File: src/rtl/qam_symbol_mapper.sv
// ============================================================================
// Module      : qam_symbol_mapper
// Description : Turns a byte stream into QPSK or 16-QAM symbols. Each symbol
//               is held on the unsigned i/q amplitude outputs for SYM_CLKS
//               clocks. A one-byte holding register sits in front of a
//               shifter, so back-to-back bytes are sent without a gap.
// Ports       : clk        - single clock, rising edge
//               reset      - synchronous, active-high
//               din        - data byte to transmit
//               din_valid  - din holds a byte
//               din_ready  - holding register is empty (registered state)
//               mode       - 0 = QPSK (2 bits/symbol), 1 = 16-QAM (4 bits)
//               i, q       - registered in-phase / quadrature amplitudes
//               sym_strobe - one-cycle pulse on the first cycle of a symbol
//               active     - high while a symbol is being driven
//               underrun   - one-cycle pulse when output stops for lack of data
// Revision    : 1.0 - initial release
// ============================================================================
`default_nettype none

module qam_symbol_mapper #(
    parameter int SYM_CLKS = 32
) (
    input  logic       clk,
    input  logic       reset,
    input  logic [7:0] din,
    input  logic       din_valid,
    output logic       din_ready,
    input  logic       mode,
    output logic [7:0] i,
    output logic [7:0] q,
    output logic       sym_strobe,
    output logic       active,
    output logic       underrun
);

    localparam logic [0:0] c_IDLE = 1'b0;
    localparam logic [0:0] c_RUN  = 1'b1;
    localparam logic [7:0] c_LAST = 8'(SYM_CLKS - 1);

    // 16-QAM Gray-coded amplitude for one 2-bit axis value.
    function automatic logic [7:0] gray_level(input logic [1:0] v);
        logic [7:0] lvl;
        case (v)
            2'b00:   lvl = 8'h10;
            2'b01:   lvl = 8'h50;
            2'b11:   lvl = 8'hB0;
            default: lvl = 8'hF0;
        endcase
        return lvl;
    endfunction

    // {I, Q} for the symbol held in the top nibble of a byte.
    // QPSK uses nib[3:2]; 16-QAM uses the whole nibble.
    function automatic logic [15:0] map_sym(input logic [3:0] nib, input logic m);
        logic [15:0] s;
        if (m) begin
            s = {gray_level(nib[3:2]), gray_level(nib[1:0])};
        end else begin
            s = {(nib[3] ? 8'hE0 : 8'h20), (nib[2] ? 8'hE0 : 8'h20)};
        end
        return s;
    endfunction

    logic [0:0] r_state;
    logic [7:0] r_cnt;
    logic [7:0] r_hold_data;
    logic       r_hold_full;
    logic [7:0] r_shift;
    logic [1:0] r_left;
    logic       r_mode;
    logic [7:0] r_i;
    logic [7:0] r_q;
    logic       r_strobe;
    logic       r_active;
    logic       r_underrun;

    logic [0:0]  w_state_nx;
    logic [7:0]  w_cnt_nx;
    logic [7:0]  w_shift_nx;
    logic [1:0]  w_left_nx;
    logic        w_mode_nx;
    logic [7:0]  w_i_nx;
    logic [7:0]  w_q_nx;
    logic        w_strobe_nx;
    logic        w_active_nx;
    logic        w_underrun_nx;
    logic        w_load;
    logic        w_next_sym;
    logic [15:0] w_sym;
    logic        w_accept;
    logic        w_hold_full_nx;

    // Ready depends only on registered state, never on din_valid.
    assign din_ready = !r_hold_full;
    assign w_accept  = din_valid && !r_hold_full;

    // A load empties the holding register; an accept on the same edge
    // refills it, so the register ends full.
    assign w_hold_full_nx = (r_hold_full && !w_load) || w_accept;

    always_comb begin
        w_state_nx    = r_state;
        w_cnt_nx      = r_cnt;
        w_shift_nx    = r_shift;
        w_left_nx     = r_left;
        w_mode_nx     = r_mode;
        w_i_nx        = r_i;
        w_q_nx        = r_q;
        w_strobe_nx   = 1'b0;
        w_active_nx   = r_active;
        w_underrun_nx = 1'b0;
        w_load        = 1'b0;
        w_next_sym    = 1'b0;
        w_sym         = 16'h0000;

        case (r_state)
            c_IDLE: begin
                w_i_nx      = 8'h00;
                w_q_nx      = 8'h00;
                w_active_nx = 1'b0;
                w_cnt_nx    = 8'h00;
                w_load      = r_hold_full;
            end
            c_RUN: begin
                if (r_cnt == c_LAST) begin
                    w_cnt_nx = 8'h00;
                    if (r_left != 2'd0) begin
                        w_next_sym = 1'b1;
                    end else if (r_hold_full) begin
                        w_load = 1'b1;
                    end else begin
                        w_state_nx    = c_IDLE;
                        w_i_nx        = 8'h00;
                        w_q_nx        = 8'h00;
                        w_active_nx   = 1'b0;
                        w_underrun_nx = 1'b1;
                    end
                end else begin
                    w_cnt_nx = r_cnt + 8'd1;
                end
            end
            default: begin
                w_state_nx = c_IDLE;
            end
        endcase

        // Shifter load: mode is sampled here only, so later changes on the
        // mode pin cannot affect the byte already in flight.
        if (w_load) begin
            w_state_nx  = c_RUN;
            w_cnt_nx    = 8'h00;
            w_mode_nx   = mode;
            w_sym       = map_sym(r_hold_data[7:4], mode);
            w_shift_nx  = mode ? {r_hold_data[3:0], 4'h0} : {r_hold_data[5:0], 2'b00};
            w_left_nx   = mode ? 2'd1 : 2'd3;
            w_i_nx      = w_sym[15:8];
            w_q_nx      = w_sym[7:0];
            w_strobe_nx = 1'b1;
            w_active_nx = 1'b1;
        end

        // Next symbol of the current byte always sits in the shifter MSBs.
        if (w_next_sym) begin
            w_sym       = map_sym(r_shift[7:4], r_mode);
            w_shift_nx  = r_mode ? {r_shift[3:0], 4'h0} : {r_shift[5:0], 2'b00};
            w_left_nx   = r_left - 2'd1;
            w_i_nx      = w_sym[15:8];
            w_q_nx      = w_sym[7:0];
            w_strobe_nx = 1'b1;
            w_active_nx = 1'b1;
        end
    end

    always_ff @(posedge clk) begin
        if (reset) begin
            r_state     <= c_IDLE;
            r_cnt       <= 8'h00;
            r_hold_data <= 8'h00;
            r_hold_full <= 1'b0;
            r_shift     <= 8'h00;
            r_left      <= 2'd0;
            r_mode      <= 1'b0;
            r_i         <= 8'h00;
            r_q         <= 8'h00;
            r_strobe    <= 1'b0;
            r_active    <= 1'b0;
            r_underrun  <= 1'b0;
        end else begin
            r_state     <= w_state_nx;
            r_cnt       <= w_cnt_nx;
            r_hold_full <= w_hold_full_nx;
            if (w_accept) begin
                r_hold_data <= din;
            end
            r_shift     <= w_shift_nx;
            r_left      <= w_left_nx;
            r_mode      <= w_mode_nx;
            r_i         <= w_i_nx;
            r_q         <= w_q_nx;
            r_strobe    <= w_strobe_nx;
            r_active    <= w_active_nx;
            r_underrun  <= w_underrun_nx;
        end
    end

    assign i          = r_i;
    assign q          = r_q;
    assign sym_strobe = r_strobe;
    assign active     = r_active;
    assign underrun   = r_underrun;

endmodule

`default_nettype wire

File: config.mk
export PLATFORM = sky130hd
export DESIGN_NAME = qam_symbol_mapper
export DESIGN_NICKNAME = d
export VERILOG_FILES = /design/src/rtl/qam_symbol_mapper.sv
export SDC_FILE = /design/constraint.sdc
export NUM_CORES = 1
export LEC_CHECK = 0
export ABC_AREA = 1
export ABC_CLOCK_PERIOD_IN_PS = 1950
export BUFFER_PORTS_ARGS = -buffer_cell sky130_fd_sc_hd__buf_4
export CAP_MARGIN = 20
export CORE_MARGIN = 2
export CORE_UTILIZATION = 35
export CTS_CLUSTER_DIAMETER = 120
export DETAILED_ROUTE_END_ITERATION = 8
export SYNTH_ARGS = -nofsm -noshare
export SYNTH_HDL_FRONTEND = slang
export SYNTH_SLANG_ARGS = --single-unit
File: constraint.sdc
create_clock -name clk -period 1.95 [get_ports clk]
set_input_delay 0.2925 -clock clk [delete_from_list [all_inputs] [get_ports clk]]
set_output_delay 0.2925 -clock clk [all_outputs]
set_load 0.1 [all_outputs]
== After elaboration in Yosys (flattened, before gate mapping) ==
Index checks and enable logic that the tools add are counted.
W data, S select, Z words.
Word-level totals
  register bits after elaboration: 48
  input bits: 12
  output and inout port bits: 20
  word-level logic and storage cells: 89
Operators by class
  $add $sub $neg: 2
  equal/unequal tests: 12
  muxes and demuxes: 47
  bitwise logic cells: 2
  reduce and logical (&&, ||, !) cells: 14
Operator list (number)
  $mux W8: 16
  $pmux W8 S3: 4
  $mux W16: 2
  $pmux W8 S2: 2
  $mux W1: 18
  $add A8 B1 Y8 const B: 1
  $eq A2 B1 Y1 const B: 4
  $eq A2 B2 Y1 const B: 4
  $eq A8 B5 Y1 const B: 1
  $logic_not A2 Y1: 4
  $mux W2: 3
  $ne A4 B1 Y1 const B: 1
  $ne A4 B2 Y1 const B: 1
  $ne A4 B4 Y1 const B: 1
  $pmux W1 S2: 2
  $reduce_bool A2 Y1: 2
  $reduce_or A4 Y1: 1
  $reduce_and A3 Y1: 1
  $logic_and A1 B1 Y1: 2
  $logic_not A1 Y1: 2
  $not A1 Y1: 2
  $reduce_or A2 Y1: 1
  $sub A2 B1 Y2 const B: 1
  $logic_or A1 B1 Y1: 1

== Depth between registers and ports, before layout ==
Gate-level depths: netlist of the first run.
  word-level depth: 7
  depth in mapped cells: 9
  gate-level depth less buffers: 9

== Least setup slack after synthesis of the first run ==
No wires, ideal clock.
  path kind: register to output
  start point: reg, netlist name i[4]
  end point: out q[4]
  arrival time: 1.369 ns
  required time: 1.657 ns
  slack: 0.288 ns
  cell stages (with the launch flop): 2
  cells stage by stage: dfxtp_1 -> buf_4
RTL lines
  end, declared: RTL line 31  | output logic [7:0] q,

== Worst setup path in the final report of the first run ==
  start point: reg r_cnt[0]
  end point: reg r_shift[6]
Between the ends
  word-level cells in the longest chain between the ends: 4
Ends and longest elaborated chain
  start, declared: RTL line 66  | logic [7:0] r_cnt;
  start signal, assigned: RTL line 191  | r_cnt <= w_cnt_nx;
  $eq A8 B5 Y1 (*): RTL line 126  | if (r_cnt == c_LAST) begin
  $mux W1: RTL line 126
  $pmux W1 S2 or $mux W1 (tied branches): RTL line 117  | case (r_state)
  $reduce_bool A2 Y1 (no line) or $mux W8 (tied branches)
  end signal, assigned: RTL line 196  | r_shift <= w_shift_nx;
  end, declared: RTL line 69  | logic [7:0] r_shift;
Every way passes the cells marked *; elsewhere a longest branch is shown, timed or not.
A chain may end at the register's enable or synchronous reset.

==> qor.csv, run 1 <==
stage,metric,value,unit
run_status,outcome,"finished, final reports clean",
finish,filler cell count,589,
clock_tree,maximum root-to-sink buffer count,2,
timing,"Hold Vio Cnt, Final",0,
routing,Pre-antenna DRT Iters,4,
synth,Synth Warn #,0,
timing,Final Max Slew Viols,0,
floorplanning,row cnt,27,
worst_hold_path,Worst Hold Class,in2reg,
synth,share of the synthesized area in the top cell type,37.1,%
floorplanning,Die H,79.5,um
clock_tree,CTS Hold Bufs,0,
global_route,first-pass GRT wire length,7130,um
finish,layout cells sized above 1,16.8,%
finish,Sequential Area,741,um^2
clock_tree,CTS clock-pin slew for the worst setup and hold paths,0.08,ns
synth,cell with the most instances after synthesis,nand2_1,
synth,Post-synth top cells,"45 x nand2_1, 37 x dfxtp_1, 33 x inv_1",
floorplanning,die area,0.00632,mm^2
finish,# diodes,0,
timing,Worst Skew,0.0114,ns
power_and_ir_drop,peak supply drop,0.410,mV
routing,vias per cell,4.66,
synth,Yosys cell types,31,
global_route,largest net degree at the start of global routing,15,
global_route,GRT Total Usage,14.3,%
floorplanning,Starting Density,36.2,%
finish,final core area utilization,42.1,%
floorplanning,Ports,32,
clock_tree,# clock sinks,37,
routing,initial DRC count,60,
synth,ranking of synthesized cells by area,"dfxtp_1 37%, nand2_1 8.5%, ha_1 6.3%",
setup_path,CP Capture Type,flop,
place,I/O Buffers,23,
synth,"Seq/Total Area, Yosys",37.1,%
routing,DRT Wirelength,4230,um
global_route,vias in the first global route,1568,
synth,Synth Register Bits,37,
power_and_ir_drop,Lkg Pwr,1.08,nW
setup_path,Setup crit start kind,flop,
setup_path,Critical Path RT,2.14,ns
finish,Multi-input gate area,0.00105,mm^2
timing,minimum clock period,1.61,ns
synth,Synth async-reset ratio,0,%
finish,P&R area growth vs syn,16.1,%
floorplanning,Core Area,0.00551,mm^2
timing,maximum clock rate,0.620,GHz
synth,Post-synth EDFFs,0,
power_and_ir_drop,pwr dens,859,mW/mm^2
place,RePlAce Congestion,0.870,
finish,design area,0.00232,mm^2
synth,Synth Cell Area,0.00200,mm^2
flow_run,Max-Cap Viols,0,
clock_tree,post-CTS sizing,0,
routing,DR WL/cell,11.5,um
global_route,initial antenna violation count,0,
timing,hold slack,0.211,ns
timing,TNS Setup,0,ns
finish,Nets,318,
place,DP Wirelength,3330,um
worst_hold_path,Hold Path Stages,3,
timing,RSZ-0062 raised after global routing,no,
clock_tree,CTS Buf Count,5,
timing,period utilisation layout,82.7,%
setup_path,WS Path Type,reg2reg,
timing,final setup fails,0,
routing,routed vias,1720,
power_and_ir_drop,total power,1.99,mW
synth,largest area contributor in the netlist,dfxtp_1,
clock_tree,CTS tree,done,
setup_path,r2r worst-path depth,8,
global_route,total grt overflow,0,
clock_tree,# Post-CTS Setup Buffers,0,
synth,Synth Instances,274,
synth,predominant post-synthesis flop cell,dfxtp_1,
synth,"Avg Cell Area, Syn",7.28,um^2
setup_path,"Arr. time, crit path",1.80,ns
routing,# DRC,0,
clock_tree,clk_lat worst skew,0.30,ns
floorplanning,Die X,79.5,um
setup_path,CP Max Fanout,8,
routing,ANT nets after route,0,
clock_tree,Root Buffer Master,clkbuf_8,
place,Post-DP Area,0.00220,mm^2
clock_tree,Clock H-tree levels,2,
==> report_power, final <==
group / leakage (nW) / switching (mW) / internal [mW] / total, mW
combinational: 0.718 / 0.346 / 0.110 / 0.456
sequential: 0.303 / 0.0329 / 0.801 / 0.834
clock: 0.0574 / 0.284 / 0.416 / 0.700
total: 1.08 / 0.662 / 1.33 / 1.99
==> final timing paths <==
check             slack [ns]              to      from
hold / removal          0.21  r_hold_data[5]    din[5]
setup reg to reg        0.34      r_shift[6]  r_cnt[0]
setup / recovery        0.34      r_shift[6]  r_cnt[0]
hold reg to reg         0.45        r_cnt[0]  r_cnt[0]
==> kinds of logic (layout without fill, tap and decap cells) <==
kind of cell               after synthesis  after routing  share of synthesized area [%]
adders and majority gates               10             10                           6.27
and+or+nand+nor                        120            120                           29.7
other                                    1              8                          0.188
DFF                                     37             37                           37.1
buffers and inverters                   52             68                           11.8
AOI/OAI and AO/OA                       52             52                           14.0
xor gates and xnor gates                 2              2                          0.878
==> layer usage <==
layer  track usage [%]  routed length, um  up-vias
met2              22.7               1980       32
met3              4.52                187        5
met1              18.6               2030      768
li1                  -                  -      915
met5                 0                  0        -
met4              4.14                 40        0
==> state kept, by name, indices dropped and copies added (netlist names) <==
register	count
i	4
r_mode	1
r_hold_data	8
sym_strobe	1
active	1
r_cnt	8
r_left	2
underrun	1
r_hold_full	1
r_state	1
r_shift	6
q	3
==> metrics by stage <==
stage	setup WS, ns	instances
floorplan	0.288	281
global placement	0.400	361
detailed placement	0.320	361
CTS	0.311	369
global route	0.137	369
finish	0.338	369
==> cell type report <==
| type | count | area share, % |
|---|---|---|
| clock buffers | 6 | 3.57 |
| clock inverters | 2 | 1.62 |
| inverters | 35 | 5.67 |
| multi-input cells | 192 | 45.2 |
| flip-flops and latches | 37 | 32.0 |
| well taps | 72 | 3.89 |
| repair buffers | 25 | 8.10 |
==> worst max-delay path: stages, from the launching register on <==
cell,delay (ns)
dfxtp_1,0.35
ha_1,0.24
nand2_1,0.08
nor2_1,0.19
nand4_2,0.23
nand3_2,0.19
inv_2,0.07
nor2_1,0.11
nor2_1,0.05
==> cells in the final DEF, fill, tap and decap left out, drive strengths merged, types with 2 or more instances in the layout <==
cell    instances
nor2           36
nand3          18
a21oi          19
dfxtp          37
inv            35
nor3b           2
xor2            2
o21a            4
nand2          51
buf            25
ha             10
o21ai          26
clkbuf          6
nor3            4
conb            8
nand4           8
(Power assumes the default switching activity.)
==> run 2: changes to the inputs <==
--- a/config.mk
+++ b/config.mk
@@ -5,8 +5,8 @@
 export SDC_FILE = /design/constraint.sdc
 export NUM_CORES = 1
 export LEC_CHECK = 0
-export ABC_AREA = 1
-export ABC_CLOCK_PERIOD_IN_PS = 1950
+export ABC_AREA = 0
+export ABC_CLOCK_PERIOD_IN_PS = 1700
 export BUFFER_PORTS_ARGS = -buffer_cell sky130_fd_sc_hd__buf_4
 export CAP_MARGIN = 20
 export CORE_MARGIN = 2
==> constraint.sdc (replaced) <==
create_clock -name clk -period 1.7 [get_ports clk]
set_input_delay 0.255 -clock clk [delete_from_list [all_inputs] [get_ports clk]]
set_output_delay 0.255 -clock clk [all_outputs]
set_load 0.1 [all_outputs]
==> qor.csv, run 2 <==
stage,metric,value,unit
routing,Pre-antenna DRT Iters,4,
setup_path,Critical Path RT,1.88,ns
setup_path,crit path max-delay cell type,or3_4,
timing,RSZ-0062 raised after global routing,no,
finish,P&R area growth vs syn,18.9,%
finish,Multi-input gate area,0.00106,mm^2
global_route,initial antenna violation count,0,
global_route,total grt overflow,0,
clock_tree,# clock sinks,37,
finish,Nets,278,
power_and_ir_drop,Psw,0.742,mW
setup_path,Setup crit start kind,flop,
setup_path,CP Capture Type,flop,
finish,most frequent cells in the layout,"40 x buf_4, 37 x nor2_1, 35 x dfxtp_1",
timing,minimum clock period,1.60,ns
floorplanning,Core Area,0.00547,mm^2
setup_path,"Arr. time, crit path",1.78,ns
power_and_ir_drop,clock share of power,28.8,%
synth,Yosys cell types,44,
power_and_ir_drop,Switching Fraction,34.4,%
synth,Synth Warn #,0,
floorplanning,Die X,79.0,um
run_status,outcome,"finished, final reports clean",
timing,period utilisation layout,94.1,%
timing,final setup fails,0,
global_route,met3 GRT Util,2.84,%
routing,routed vias,1646,
clock_tree,Root Buffer Master,clkbuf_8,
routing,DR WL/cell,13.0,um
floorplanning,Starting Density,36.0,%
routing,ANT nets after route,0,
clock_tree,CTS Buf Count,5,
global_route,met1 Use GR,19.2,%
global_route,first-pass GRT wire length,7000,um
finish,filler cell count,568,
finish,Largest regs,"r_cnt (8), r_hold_data (8), r_shift (6)",
finish,# diodes,0,
floorplanning,Ports,32,
finish,design area,0.00234,mm^2
synth,"Avg Cell Area, Syn",8.88,um^2
global_route,met2 Use GR,22.2,%
place,I/O Buffers,23,
power_and_ir_drop,Combinational Power Share,26.2,%
global_route,largest net degree at the start of global routing,26,
place,RePlAce Congestion,0.763,
synth,ranking of synthesized cells by area,"dfxtp_1 38%, nor2_1 7.0%, ha_1 6.3%",
routing,# DRC,0,
place,placed insts,319,
setup_path,"Cell Chain, Critical Path",or3_4 -> o31ai_4 -> buf_12 -> buf_4 -> o2111ai_1 -> o211a_1,
power_and_ir_drop,Seq pwr share,45.0,%
synth,largest area contributor in the netlist,dfxtp_1,
setup_path,WS Path Type,reg2reg,
routing,DRT Wirelength,4260,um
global_route,Most Crowded Layer GR,met2,
synth,Post-synth EDFFs,0,
timing,maximum clock rate,0.625,GHz
synth,Synth async-reset ratio,0,%
place,DP Wirelength,3090,um
synth,predominant post-synthesis flop cell,dfxtp_1,
power_and_ir_drop,Pint,1.41,mW
setup_path,CP Max Fanout,10,
clock_tree,CTS tree,done,
synth,Synth Instances,222,
finish,layout cells sized above 1,23.4,%
timing,Worst Skew,0.00277,ns
flow_run,Max-Cap Viols,0,
routing,initial DRC count,97,
synth,"Seq/Total Area, Yosys",37.6,%
setup_path,critical path's largest stage delay,0.40,ns
routing,vias per cell,5.02,
clock_tree,CTS clock-pin slew for the worst setup and hold paths,0.07,ns
finish,Non-Filler Instances,328,
clock_tree,clk_lat worst skew,0.28,ns
global_route,GRT Total Usage,14.0,%
timing,"Hold Vio Cnt, Final",0,
clock_tree,maximum root-to-sink buffer count,2,
synth,Post-synth top cells,"37 x dfxtp_1, 37 x nor2_1, 12 x a21oi_1, 12 x inv_1, 12 x nand3_1",
place,Post-DP Area,0.00222,mm^2
clock_tree,CTS Hold Bufs,0,
synth,Synth Register Bits,37,
floorplanning,die area,0.00625,mm^2
timing,Final Max Slew Viols,0,
timing,TNS Setup,0,ns
floorplanning,Die H,79.0,um
power_and_ir_drop,peak supply drop,0.320,mV
clock_tree,Clock H-tree levels,2,
finish,Sequential Area,743,um^2
finish,"leading cell type in the layout, fill and taps excluded",buf_4,
floorplanning,row cnt,27,
worst_hold_path,Worst Hold Class,in2reg,
timing,hold slack,0.191,ns
power_and_ir_drop,pwr dens,920,mW/mm^2
synth,share of the synthesized area in the top cell type,37.6,%
global_route,vias in the first global route,1451,
power_and_ir_drop,Lkg Pwr,0.984,nW
synth,Synth Cell Area,0.00197,mm^2
run 2: repair_timing:
item | 4_1_cts | 5_1_grt
resized for setup | 1 | 4
hold endpoints to repair | 0 | 0
setup buffers | 0 | 2
setup endpoints to repair | 2 | 5
pin swaps | 0 | 1
run 2: cell type report:
| class | count | share of cell area, % |
|---|---|---|
| multi-input combinational | 159 | 45.2 |
| sequential | 37 | 31.7 |
| timing repair buffer | 41 | 13.7 |
| tap | 72 | 3.84 |
| clock buffer | 7 | 3.68 |
| inverter | 12 | 1.92 |
run 2: layer usage:
layer	up-vias	part of all wire (%)	wire [um]
li1	828	-	-
met1	780	50	2110
met2	33	45	1930
met3	5	3.6	155
met4	0	1.3	57
met5	-	0	0
run 2: worst paths after layout:
| check | slack (ns) | start | cells after the start | endpoint |
|---|---|---|---|---|
| max | 0.10 | r_cnt[7] | 6 | r_shift[6] |
| min | 0.19 | din[6] | 3 | r_hold_data[6] |
| max reg2reg | 0.10 | r_cnt[7] | 6 | r_shift[6] |
| min reg2reg | 0.47 | active | 1 | active |
run 2: cell families (layout without fill, tap and decap cells):
kind of cell	Yosys count	in the layout	share of synthesized area (%)
DFF	37	37	37.6
other	1	8	0.190
AOI/OAI and AO/OA	47	47	17.9
adders and majority gates	10	10	6.35
xor gates and xnor gates	6	6	2.67
muxes	11	11	5.59
buffers and inverters	33	60	10.8
and+or+nand+nor	77	77	18.9
run 2: power groups by stage:
stage | clock, mW | combinational, mW | sequential (mW)
6_report | 0.621 | 0.565 | 0.970
5_1_grt | 0.683 | 0.605 | 0.979
4_1_cts | 0.635 | 0.558 | 0.968
3_5_place_dp | 0 | 0.556 | 0.988
3_3_place_gp | 0 | 0.555 | 0.987
2_1_floorplan | 0 | 0.347 | 1.09
run 2: metrics by stage:
| step | worst slack, ns | total power, mW | util (%) |
|---|---|---|---|
| global placement | 0.0668 | 1.54 | 40.6 |
| detailed placement | 0.0238 | 1.54 | 40.6 |
| CTS | 0.0344 | 2.16 | 42.3 |
| floorplan | 0.0712 | 1.43 | - |
| global route | 0.00341 | 2.27 | 42.8 |
| finish | 0.100 | 2.16 | 42.8 |
run 2: critical path, delay by kind of cell (launching register included):
family | cells | cell delay (ns)
buf+inv | 2 | 0.28
simple gates | 1 | 0.40
compound gates | 3 | 0.48
flops | 1 | 0.34
==> run 3: changes to the inputs <==
--- a/config.mk
+++ b/config.mk
@@ -13,6 +13,7 @@
 export CORE_UTILIZATION = 35
 export CTS_CLUSTER_DIAMETER = 120
 export DETAILED_ROUTE_END_ITERATION = 8
+export SETUP_SLACK_MARGIN = 0.15
 export SYNTH_ARGS = -nofsm -noshare
 export SYNTH_HDL_FRONTEND = slang
 export SYNTH_SLANG_ARGS = --single-unit
==> qor.csv, run 3 (synthesis results as in run 2) <==
stage,metric,value,unit
setup_path,Reg-to-Reg End,r_shift[7],
timing,period utilisation layout,96.8,%
finish,Sequential Area,749,um^2
power_and_ir_drop,Seq pwr share,44.1,%
floorplanning,Die X,79.0,um
global_route,total grt overflow,0,
clock_tree,CTS clock-pin slew for the worst setup and hold paths,0.07,ns
power_and_ir_drop,pwr dens,903,mW/mm^2
timing,maximum clock rate,0.607,GHz
global_route,first-pass GRT wire length,7040,um
setup_path,register-to-register setup slack,0.05,ns
power_and_ir_drop,clock share of power,28.4,%
timing,"Hold Vio Cnt, Final",0,
setup_path,CP startpoint,r_cnt[7],
clock_tree,# clock sinks,37,
setup_path,CP endpoint,r_shift[7],
power_and_ir_drop,Combinational Power Share,27.5,%
routing,routed vias,1614,
finish,Nets,274,
finish,most frequent cells in the layout,"36 x nor2_1, 33 x buf_4, 30 x dfxtp_1, 12 x inv_1, 11 x mux2i_1",
place,DP Worst Slack,0.0616,ns
timing,RSZ-0062 raised after global routing,yes,
finish,"leading cell type in the layout, fill and taps excluded",nor2_1,
setup_path,WS Path Type,reg2reg,
finish,P&R area growth vs syn,23.4,%
clock_tree,clk_lat worst skew,0.29,ns
power_and_ir_drop,Psw,0.764,mW
timing,Slew Limit Headroom,62.7,%
setup_path,Critical Path RT,1.89,ns
clock_tree,CTS tree,done,
timing,minimum clock period,1.65,ns
run_status,outcome,"finished, final reports clean",
routing,DR WL/cell,12.9,um
floorplanning,Die H,79.0,um
finish,filler cell count,567,
power_and_ir_drop,total power,2.20,mW
power_and_ir_drop,Switching Fraction,34.8,%
setup_path,Setup crit start kind,flop,
power_and_ir_drop,peak supply drop,0.321,mV
finish,# diodes,0,
power_and_ir_drop,Lkg Pwr,0.997,nW
place,placed insts,313,
floorplanning,Core Area,0.00547,mm^2
routing,# DRC,0,
floorplanning,row cnt,27,
worst_hold_path,Worst Hold Class,in2reg,
routing,vias per cell,4.98,
routing,Pre-antenna DRT Iters,4,
finish,Largest regs,"r_cnt (8), r_hold_data (8), r_shift (6)",
setup_path,r2r startpoint,r_cnt[7],
routing,DRT Wirelength,4170,um
place,RePlAce Congestion,0.903,
place,I/O Buffers,23,
power_and_ir_drop,Pint,1.43,mW
place,DP Wirelength,2990,um
timing,hold slack,0.182,ns
clock_tree,maximum root-to-sink buffer count,2,
clock_tree,CTS Hold Bufs,0,
clock_tree,CTS Buf Count,5,
timing,Worst Skew,0.00181,ns
routing,initial DRC count,78,
timing,Final Max Slew Viols,0,
setup_path,"Arr. time, crit path",1.83,ns
setup_path,r2r worst-path depth,7,
global_route,largest net degree at the start of global routing,26,
routing,ANT nets after route,0,
global_route,vias in the first global route,1489,
timing,Slew @ Worst Pin,0.556,ns
timing,TNS Setup,0,ns
timing,setup ws final,0.0538,ns
finish,Non-Filler Instances,324,
setup_path,CP Max Fanout,6,
floorplanning,Starting Density,36.0,%
setup_path,CP Capture Type,flop,
floorplanning,die area,0.00625,mm^2
global_route,initial antenna violation count,0,
global_route,GRT Total Usage,14.5,%
clock_tree,Clock H-tree levels,2,
timing,final setup fails,0,
floorplanning,Ports,32,
finish,Multi-input gate area,0.00115,mm^2
finish,layout cells sized above 1,29.8,%
clock_tree,Root Buffer Master,clkbuf_8,
flow_run,Max-Cap Viols,0,
-- run 3: cell count changes in the layout (fill, tap and decap cells not counted), moves of 2 or more --
cell / previous run / this run
a211oi_1: 3 / 1
a211oi_2: 1 / 3
a21oi_1: 12 / 10
a21oi_2: 0 / 2
buf_4: 40 / 33
dfxtp_1: 35 / 30
dfxtp_2: 2 / 7
nand3_1: 12 / 10
o21ai_0: 7 / 5
-- run 3: repair_timing --
item,in CTS,in global routing
pin swaps,1,8
endpoints found under the setup margin,9,24
endpoints found under the hold margin,0,0
buffers inserted,2,2
resized for setup,7,27
-- run 3: cell type report --
class / instances / share of cell area [%]
Clock buffer: 7 / 3.55
Inverter: 12 / 1.85
Tap cell: 72 / 3.70
Multi-Input combinational cell: 159 / 47.2
Sequential cell: 37 / 30.8
Timing Repair Buffer: 37 / 12.9
-- run 3: metrics by stage --
step | util [%] | instance area (um^2)
floorplan | - | 2000
global placement | 40.2 | 2200
detailed placement | 40.2 | 2200
CTS | 42.5 | 2330
global route | 44.4 | 2430
finish | 44.4 | 2430
-- run 3: routing by layer --
metal / wire length (um) / vias up / global-route usage, %
met5: 0 / - / 0
li1: - / 822 / -
met1: 2060 / 746 / 20.1
met3: 205 / 8 / 4.20
met2: 1810 / 38 / 20.3
met4: 97 / 0 / 7.41
-- run 3: critical path, cell delays in order, from the launching register on --
cell,delay [ns]
dfxtp_2,0.34
or3_4,0.39
o31ai_4,0.26
buf_12,0.15
buf_4,0.10
buf_4,0.10
nand3_1,0.07
o211a_1,0.13
-- run 3: worst min-delay path by stage --
stage | to | from | depth (start not counted) | slack (ns)
after floorplan | r_hold_data[4] | din[4] | 2 | 0.39
after global placement | active | active | 1 | 0.45
after detailed placement | active | active | 1 | 0.46
after CTS | r_hold_data[4] | din[4] | 3 | 0.18
after global routing | r_hold_data[5] | din[5] | 3 | 0.21
final | r_hold_data[4] | din[4] | 3 | 0.18
-- run 3: power groups by stage --
stage / clock, mW / combinational (mW) / sequential, mW
after CTS: 0.639 / 0.570 / 0.966
final: 0.624 / 0.605 / 0.968
after floorplan: 0 / 0.348 / 1.09
after global placement: 0 / 0.556 / 0.982
after detailed placement: 0 / 0.558 / 0.984
after global routing: 0.688 / 0.652 / 0.976
